--- config.mk ---
export PLATFORM = sky130hd
export DESIGN_NAME = spi_bus_ctrl
export DESIGN_NICKNAME = d
export VERILOG_FILES = /design/src/rtl/spi_bus_pkg.sv /design/src/rtl/spi_bus_req.sv /design/src/rtl/spi_bus_ctrl.sv
export SDC_FILE = /design/constraint.sdc
export NUM_CORES = 1
export LEC_CHECK = 0
export BUFFER_PORTS_ARGS = -buffer_cell sky130_fd_sc_hd__buf_2
export CORE_MARGIN = 4
export CORE_UTILIZATION = 50
export DETAILED_ROUTE_END_ITERATION = 10
export PLACE_DENSITY = 0.83
export RECOVER_POWER = 100
export SLEW_MARGIN = 5
export SYNTH_ARGS = -nofsm -noshare
export SYNTH_HDL_FRONTEND = slang
export SYNTH_SLANG_ARGS = --single-unit
--- constraint.sdc ---
create_clock -name clk -period 2.8 [get_ports clk]
set_input_delay 0.28 -clock clk [delete_from_list [all_inputs] [get_ports clk]]
set_output_delay 0.28 -clock clk [all_outputs]
set_load 0.01 [all_outputs]
--- src/rtl/spi_bus_pkg.sv ---
// Shared encodings for the SPI-to-register-bus bridge: FSM states,
// command byte fields and status byte layout.
package spi_bus_pkg;

  localparam logic [2:0] ST_IDLE   = 3'd0;
  localparam logic [2:0] ST_WR_HI  = 3'd1;
  localparam logic [2:0] ST_WR_LO  = 3'd2;
  localparam logic [2:0] ST_RD_PAD = 3'd3;
  localparam logic [2:0] ST_RD_HI  = 3'd4;
  localparam logic [2:0] ST_RD_LO  = 3'd5;

  localparam int unsigned CMD_RD    = 7;
  localparam int unsigned CMD_BURST = 6;
  localparam int unsigned CMD_CLR   = 5;

  localparam int unsigned STAT_OVR = 3;
  localparam int unsigned STAT_TMO = 2;
  localparam int unsigned STAT_REQ = 1;

  function automatic logic [7:0] status_byte(input logic [3:0] id, input logic ovr,
                                             input logic tmo, input logic req);
    status_byte = {id, 4'b0000};
    status_byte[STAT_OVR] = ovr;
    status_byte[STAT_TMO] = tmo;
    status_byte[STAT_REQ] = req;
  endfunction

endpackage

--- src/rtl/spi_bus_req.sv ---
// Register-bus request engine: req/ack handshake with timeout and the
// read-data holding register.
module spi_bus_req #(
  parameter int unsigned REG_W       = 4,
  parameter int unsigned ACK_TIMEOUT = 64
) (
  input  logic             clk,
  input  logic             reset,
  input  logic             start,
  input  logic             wr,
  input  logic [REG_W-1:0] reg_num,
  input  logic [15:0]      wdata,
  input  logic             flush,
  output logic             req,
  output logic             req_wr,
  output logic [REG_W-1:0] req_reg,
  output logic [15:0]      req_data,
  input  logic             ack,
  input  logic [15:0]      rdata,
  output logic [15:0]      hold,
  output logic             rd_valid,
  output logic             timeout
);

  localparam int unsigned CNT_W = $clog2(ACK_TIMEOUT + 1);
  localparam logic [CNT_W-1:0] LAST = CNT_W'(ACK_TIMEOUT - 1);

  logic [CNT_W-1:0] cnt;
  logic             discard;

  always_ff @(posedge clk) begin
    if (reset) begin
      req      <= 1'b0;
      req_wr   <= 1'b0;
      req_reg  <= '0;
      req_data <= '0;
      cnt      <= '0;
      discard  <= 1'b0;
      hold     <= '0;
      rd_valid <= 1'b0;
      timeout  <= 1'b0;
    end else begin
      timeout <= 1'b0;
      if (flush) rd_valid <= 1'b0;
      if (req) begin
        // A flushed request still runs to ack/timeout, but its data is dropped.
        if (flush) discard <= 1'b1;
        if (ack) begin
          req <= 1'b0;
          if (!req_wr && !discard && !flush) begin
            hold     <= rdata;
            rd_valid <= 1'b1;
          end
        end else if (cnt == LAST) begin
          req     <= 1'b0;
          timeout <= 1'b1;
        end else begin
          cnt <= cnt + CNT_W'(1);
        end
      end else if (start) begin
        req      <= 1'b1;
        req_wr   <= wr;
        req_reg  <= reg_num;
        req_data <= wdata;
        cnt      <= '0;
        discard  <= 1'b0;
        if (!wr) rd_valid <= 1'b0;
      end
    end
  end

endmodule

--- src/rtl/spi_bus_ctrl.sv ---
// SPI byte-target sequencer: decodes command/data bytes into register-bus
// requests and chooses the next byte shifted back to the host.
module spi_bus_ctrl
  import spi_bus_pkg::*;
#(
  parameter int unsigned REG_W       = 4,
  parameter logic [3:0]  ID_NIBBLE   = 4'hA,
  parameter int unsigned ACK_TIMEOUT = 64
) (
  input  logic             clk,
  input  logic             reset_i,
  input  logic             spi_cs_i,
  input  logic             rx_strobe_i,
  input  logic [7:0]       rx_byte_i,
  input  logic             tx_strobe_i,
  output logic [7:0]       tx_byte_o,
  output logic             bus_req_o,
  output logic             bus_wr_o,
  output logic [REG_W-1:0] bus_reg_o,
  output logic [15:0]      bus_data_o,
  input  logic             bus_ack_i,
  input  logic [15:0]      bus_data_i,
  output logic             busy_o
);

  logic [1:0]       cs_sync;
  logic             cs_n;
  logic [2:0]       state;
  logic [REG_W-1:0] reg_num;
  logic             burst;
  logic [7:0]       data_hi;
  logic             ovr, tmo;
  logic             rd_pend, rd_fail, lo_sel;
  logic             rd_evt, rd_start, wr_start, req_start, flush;
  logic [REG_W-1:0] req_reg;
  logic [15:0]      hold;
  logic             rd_valid, timeout;

  assign cs_n = cs_sync[1];

  always_comb begin
    rd_evt   = 1'b0;
    wr_start = 1'b0;
    req_reg  = reg_num;
    if (!cs_n && rx_strobe_i) begin
      case (state)
        ST_IDLE: begin
          rd_evt  = rx_byte_i[CMD_RD];
          req_reg = rx_byte_i[REG_W-1:0];
        end
        ST_WR_LO: wr_start = !bus_req_o;
        ST_RD_LO: begin
          rd_evt  = burst;
          req_reg = reg_num + REG_W'(1);
        end
        default: ;
      endcase
    end
    // A read blocked by a stale request is remembered in rd_pend and issued once req drops.
    rd_start  = !cs_n && !bus_req_o && (rd_evt || rd_pend);
    req_start = rd_start || wr_start;
    flush     = cs_n || rd_evt;
  end

  spi_bus_req #(
    .REG_W      (REG_W),
    .ACK_TIMEOUT(ACK_TIMEOUT)
  ) u_req (
    .clk     (clk),
    .reset   (reset_i),
    .start   (req_start),
    .wr      (wr_start),
    .reg_num (req_reg),
    .wdata   ({data_hi, rx_byte_i}),
    .flush   (flush),
    .req     (bus_req_o),
    .req_wr  (bus_wr_o),
    .req_reg (bus_reg_o),
    .req_data(bus_data_o),
    .ack     (bus_ack_i),
    .rdata   (bus_data_i),
    .hold    (hold),
    .rd_valid(rd_valid),
    .timeout (timeout)
  );

  always_ff @(posedge clk) begin
    if (reset_i) begin
      cs_sync <= 2'b11;
      state   <= ST_IDLE;
      reg_num <= '0;
      burst   <= 1'b0;
      data_hi <= '0;
      ovr     <= 1'b0;
      tmo     <= 1'b0;
      rd_pend <= 1'b0;
      rd_fail <= 1'b0;
      lo_sel  <= 1'b0;
    end else begin
      cs_sync <= {cs_sync[0], spi_cs_i};
      if (rd_start) rd_pend <= 1'b0;
      if (cs_n) begin
        state   <= ST_IDLE;
        rd_pend <= 1'b0;
      end else begin
        if (rx_strobe_i) begin
          case (state)
            ST_IDLE: begin
              reg_num <= rx_byte_i[REG_W-1:0];
              burst   <= rx_byte_i[CMD_BURST];
              if (rx_byte_i[CMD_CLR]) begin
                ovr <= 1'b0;
                tmo <= 1'b0;
              end
              if (rx_byte_i[CMD_RD]) begin
                state   <= ST_RD_PAD;
                lo_sel  <= 1'b0;
                rd_fail <= 1'b0;
                if (bus_req_o) rd_pend <= 1'b1;
              end else begin
                state <= ST_WR_HI;
              end
            end
            ST_WR_HI: begin
              data_hi <= rx_byte_i;
              state   <= ST_WR_LO;
            end
            ST_WR_LO: begin
              if (bus_req_o) ovr <= 1'b1;
              if (burst) begin
                reg_num <= reg_num + REG_W'(1);
                state   <= ST_WR_HI;
              end else begin
                state <= ST_IDLE;
              end
            end
            ST_RD_PAD: state <= ST_RD_HI;
            ST_RD_HI:  state <= ST_RD_LO;
            ST_RD_LO: begin
              if (burst) begin
                reg_num <= reg_num + REG_W'(1);
                state   <= ST_RD_PAD;
                lo_sel  <= 1'b0;
                rd_fail <= 1'b0;
                if (bus_req_o) rd_pend <= 1'b1;
              end else begin
                state <= ST_IDLE;
              end
            end
            default: state <= ST_IDLE;
          endcase
        end
        // The high data byte has just been loaded; no valid data means the read missed its slot.
        if (tx_strobe_i && state == ST_RD_HI && !lo_sel) begin
          lo_sel <= 1'b1;
          if (!rd_valid) begin
            rd_fail <= 1'b1;
            tmo     <= 1'b1;
          end
        end
      end
      if (timeout) tmo <= 1'b1;
    end
  end

  always_comb begin
    tx_byte_o = status_byte(ID_NIBBLE, ovr, tmo, bus_req_o);
    case (state)
      ST_RD_PAD: if (rd_valid) tx_byte_o = hold[15:8];
      ST_RD_HI: begin
        if (lo_sel) tx_byte_o = rd_fail ? 8'hFF : hold[7:0];
        else        tx_byte_o = rd_valid ? hold[15:8] : 8'hFF;
      end
      ST_RD_LO: tx_byte_o = rd_fail ? 8'hFF : hold[7:0];
      default: ;
    endcase
  end

  assign busy_o = (state != ST_IDLE) || bus_req_o;

endmodule

# == Yosys cells after proc, flatten, opt, wreduce, memory -nomap -nowiden ==
# Cells that the tools add are included.
# word_totals
ff_bits,71
out_inout_bits,31
word_cells,136
# op_classes
add_sub_neg,2
n_eq_ne,15
mux,62
bitwise,2
n_reduce_logical,36
# op_table
operator,n
2-to-1 mux 1 bit,41
2-to-1 mux 8 bit,4
2-to-1 mux 7 bit,4
case mux 8 bit (3 select lines),1
case mux 3 bit (6 select lines),1
case mux 4 bit (2 select lines),2
AND reduction 3 bit,4
case mux 1 bit (2 select lines),5
AND reduction 5 bit,2
2-to-1 mux 4 bit,2
!= test 2 x 1 -> 1 bit (second input constant),4
nonzero test 2 bit,4
adder 7 x 1 -> 7 bit (second input constant),1
equality test 7 x 6 -> 1 bit (second input constant),1
logical AND 1 bit,7
equality test 3 x 2 -> 1 bit (second input constant),2
equality test 3 bit (second input constant),2
zero test 1 bit,6
!= test 2 bit (second input constant),3
!= test 3 bit (second input constant),2
nonzero test 3 bit,2
adder 4 x 1 -> 4 bit (second input constant),1
logical OR 1 bit,4
2-to-1 mux 2 bit,2
7 further kinds,10

# == Longest topological paths before layout ==
# logic_depth
ltp_word,10
ltp_mapped,8

# == By module ==
# From an unflattened synthesis, not the netlist that was laid out.
# unflattened
cells_unflattened,412
area_unflattened_um2,3480.8
# by_module_without_submodules
mod,n_inst,cells_per_inst,area_each_um2,seq_area_each_um2
spi_bus_req,1,202,1804.2,960.9
spi_bus_ctrl,1,210,1676.6,460.4

# == Worst setup path before layout ==
# Ideal clock, no wire load.
# synth_timing
path_type,flip-flop to output port
from,register state[0]
to,output port tx_byte_o[1]
t_arrival_ps,1472
required_ps,2520
setup_slack_ps,1048
path_stages_with_launch,7
n_path_buf,1
cell_sequence,dfxtp_1 buf_2 nor4b_2 nor2_1 a21oi_1 o22ai_1 a22oi_1
# synth_via
elab_chain_len,2
elab_cells_between_ends,4
classes_between,3 x eq/ne; 1 x mux
# synth_lines
element,line_no,text
"start, declared",spi_bus_ctrl.sv:28,logic [2:0] state;
"start signal, assigned",spi_bus_ctrl.sv:90,state <= ST_IDLE;
"start signal, assigned",spi_bus_ctrl.sv:103,state <= ST_IDLE;
"start signal, assigned",spi_bus_ctrl.sv:116,state <= ST_RD_PAD;
equality test 3 bit or equality test 3 x 2 -> 1 bit (tied branches),spi_bus_ctrl.sv:168,case (state)
case mux 8 bit (3 select lines) *,spi_bus_ctrl.sv:168,
"end, declared",spi_bus_ctrl.sv:16,"output logic [7:0] tx_byte_o,"
# Every way passes the cells marked *; elsewhere a longest branch is shown, timed or not.

# == Worst setup path after layout ==
# layout_timing
from,register state[2]
to,output port tx_byte_o[1]
# Same word-level chain as after synthesis.

==> out/results.ini <==
[global_route]
use_met2_pct=29.2
grt_max_degree=41
grtUsageMet1_pct=25.5
antenna_found_initial=0
overflow=0
grt_first_pass_wirelength_um=11600
grtUsageTotal_pct=19.2
top_usage_layer=met2
grtUsageMet3_pct=5.21
grt_pass1_vias=2547

[worst_setup_path]
regToRegSetupSlack_ns=0.45
crit_type=flip-flop to output port
crit_fanout=14
worstPathRequired_ns=2.52
cp.arrival_ns=2.12
startpoint_type=flip-flop
worst_setup_path_end_kind=output port
crit-reg2reg-launch=state[2]
reg2reg_depth=6
worstReg2RegEnd=u_req.req_reg[2]

[route]
vias=2675
drtIter0Drc=249
drc=0
wl_um=7170
via_per_inst=5.48
first_pass_iters=4
wire_per_inst_um=14.7
antenna_left=0

[floorplanning]
die_area_sq_mm=0.00786
core.rowCount=29
die_w_um=88.7
initial_core_util_pct=51.2
die_h_um=88.7
io_pins=61
core-area_sq_mm=0.00635

[outcome]
status=finished, violations left
violations=capacitance limit, slew limit

[worst_hold_path]
min_path_type=input pin to flip-flop
min_to=cs_sync[0]
min_path_cells=2
hp-start=spi_cs_i

[power_and_ir_drop]
p_leak_nw=1.53
powerDensity_mw_per_mm2=502
ir_drop_mv=0.321

[clock_network]
path_clk_slew_ns=0.07
clockBufferDepth=2
cts_resized=0
cts.sinks=71
clock_latency_ns=0.36
cts_buffers=9
cts_root_buf=clkbuf_8
holdBufCountCts=0
postCtsSetupBuffers=0
cts_tree=done
htreeDepth=3

[timing]
maxSlewHeadroom_pct=-14.2
period_needed_ns=2.40
min_period_over_period_pct=85.8
rsz0062_at_grt=false
fin_setup_tns_ns=0
setup_viol=0
hold_violations=0
tightest_slew_ns=1.71
final_max_slew_viol_count=41
fmax_mhz=416
worst_clock_skew_ns=0.00724

[synthesis]
synth_top_area_share_pct=43.7
ys_top_cells_by_area=dfxtp_1, mux2i_1, nor2_1, a21oi_1, o21ai_0
synth.net_count=385
ys_ff_latch=71
synth_edf_count=0
ys.flop_type=dfxtp_1
synthCells=353
ys_warn_count=0
ys_seq_area_share_pct=43.7
ys_async_sr_fraction_pct=0
synth_top_area_cell=dfxtp_1
avgSynthCellArea_sq_um=9.22
synthTopCellsByCount=dfxtp_1, nor2_1, mux2i_1
synth_most_common_cell=dfxtp_1
netlist-cell-type-count=52
synthesis.area_sq_mm=0.00325

[final_layout]
drive_above_1_share_pct=15.3
fin_area_sq_mm=0.00364
fill_cells=573
fin_nets=438
synthToLayoutAreaGrowth_pct=12.0
top_regs=u_req.hold: 16 flops, u_req.req_data: 16 flops, data_hi: 8 flops
regArea_sq_mm=0.00142
multi_input_area_sq_mm=0.00163
diodes=0

[place]
hpwlAfterDp_um=5130
place_area_sq_mm=0.00354
numPortBuffers=60
gp_congestion=0.890

[job]
cap_violations=1

-- placed cells by master (no fill, tap or decap), types with 2 or more instances in the layout --
| cell | count |
|---|---|
| clkinvlp_4 | 4 |
| dfxtp_1 | 71 |
| nand2b_1 | 6 |
| mux2i_1 | 45 |
| clkinv_2 | 2 |
| nand4_1 | 2 |
| ha_1 | 2 |
| o21ai_0 | 16 |
| a221oi_2 | 3 |
| and2_1 | 3 |
| inv_1 | 11 |
| a22oi_1 | 5 |
| a221oi_1 | 2 |
| mux2_2 | 2 |
| a21oi_1 | 24 |
| o22ai_1 | 3 |
| nor3_1 | 4 |
| o31ai_1 | 5 |
| buf_4 | 2 |
| o21a_1 | 2 |
| buf_2 | 29 |
| xor2_1 | 2 |
| nor2_1 | 68 |
| nor2b_1 | 5 |
| a211o_1 | 2 |
| clkbuf_8 | 9 |
| and2_0 | 3 |
| nand2_1 | 12 |
| or2_2 | 4 |
| o221ai_1 | 2 |
| or4_1 | 2 |
| a211oi_1 | 2 |
| clkbuf_1 | 31 |
| nand3_1 | 7 |
-- critical path: stages (launching register included) --
cell and delay [ns]:
dfxtp_1 0.60, nor4b_2 0.41, nor2_1 0.17, a21oi_1 0.16, o22ai_1 0.08, a22oi_1 0.18, clkbuf_1 0.18
-- how the worst max path moves through the flow --
| stage | from | to | slack (ns) | cells past startpoint |
|---|---|---|---|---|
| 3_5_place_dp | state[0] | u_req.req_data[5] | 0.71 | 6 |
| 3_3_place_gp | state[0] | u_req.req_data[5] | 0.78 | 6 |
| 6_report | state[2] | tx_byte_o[1] | 0.40 | 6 |
| 2_1_floorplan | state[0] | tx_byte_o[1] | 1.05 | 6 |
| 4_1_cts | state[2] | tx_byte_o[1] | 0.41 | 6 |
| 5_1_grt | state[2] | tx_byte_o[2] | 0.19 | 6 |
-- metrics by stage --
| stage | power, mW | util [%] | instances | hold slack, ns | worst slack, ns |
|---|---|---|---|---|---|
| 2_1_floorplan | 1.10 | - | 353 | 0.384 | 1.05 |
| 3_5_place_dp | 1.14 | 55.7 | 472 | 0.400 | 0.711 |
| 4_1_cts | 1.84 | 58.4 | 488 | 0.101 | 0.413 |
| 3_3_place_gp | 1.14 | 55.7 | 472 | 0.395 | 0.779 |
| 6_report | 1.83 | 57.4 | 488 | 0.106 | 0.397 |
| 5_1_grt | 1.89 | 57.4 | 488 | 0.104 | 0.195 |
-- per-layer routing --
| layer | up-vias | wire, um |
|---|---|---|
| li1 | 1348 | - |
| met2 | 57 | 3400 |
| met1 | 1258 | 3320 |
| met5 | - | 0 |
| met4 | 0 | 129 |
| met3 | 12 | 310 |
-- power breakdown --
part           internal [mW]  switching, mW  total (mW)
sequential              1.02        0.00868        1.03
clock                  0.320          0.396       0.715
combinational         0.0362         0.0530      0.0892
total                   1.37          0.457        1.83
-- final cells by class --
type	count	area share, %
timing repair buffer	63	7.72
tap	77	2.64
sequential	71	39.0
multi-input combinational	250	44.8
inverter	11	1.13
clock inverter	7	1.34
clock buffer	9	3.40
-- cell families (layout without fill, tap and decap cells) --
| logic type | Yosys count | in the layout | share of synthesized area (%) |
|---|---|---|---|
| AOI/OAI and AO/OA | 73 | 73 | 15.8 |
| xor gates and xnor gates | 3 | 3 | 0.808 |
| adders and majority gates | 2 | 2 | 0.769 |
| buffers and inverters | 32 | 90 | 5.38 |
| DFF | 71 | 71 | 43.7 |
| muxes | 47 | 47 | 14.5 |
| and+or+nand+nor | 125 | 125 | 19.0 |
Note: power is estimated with default switching activity, not from simulation.
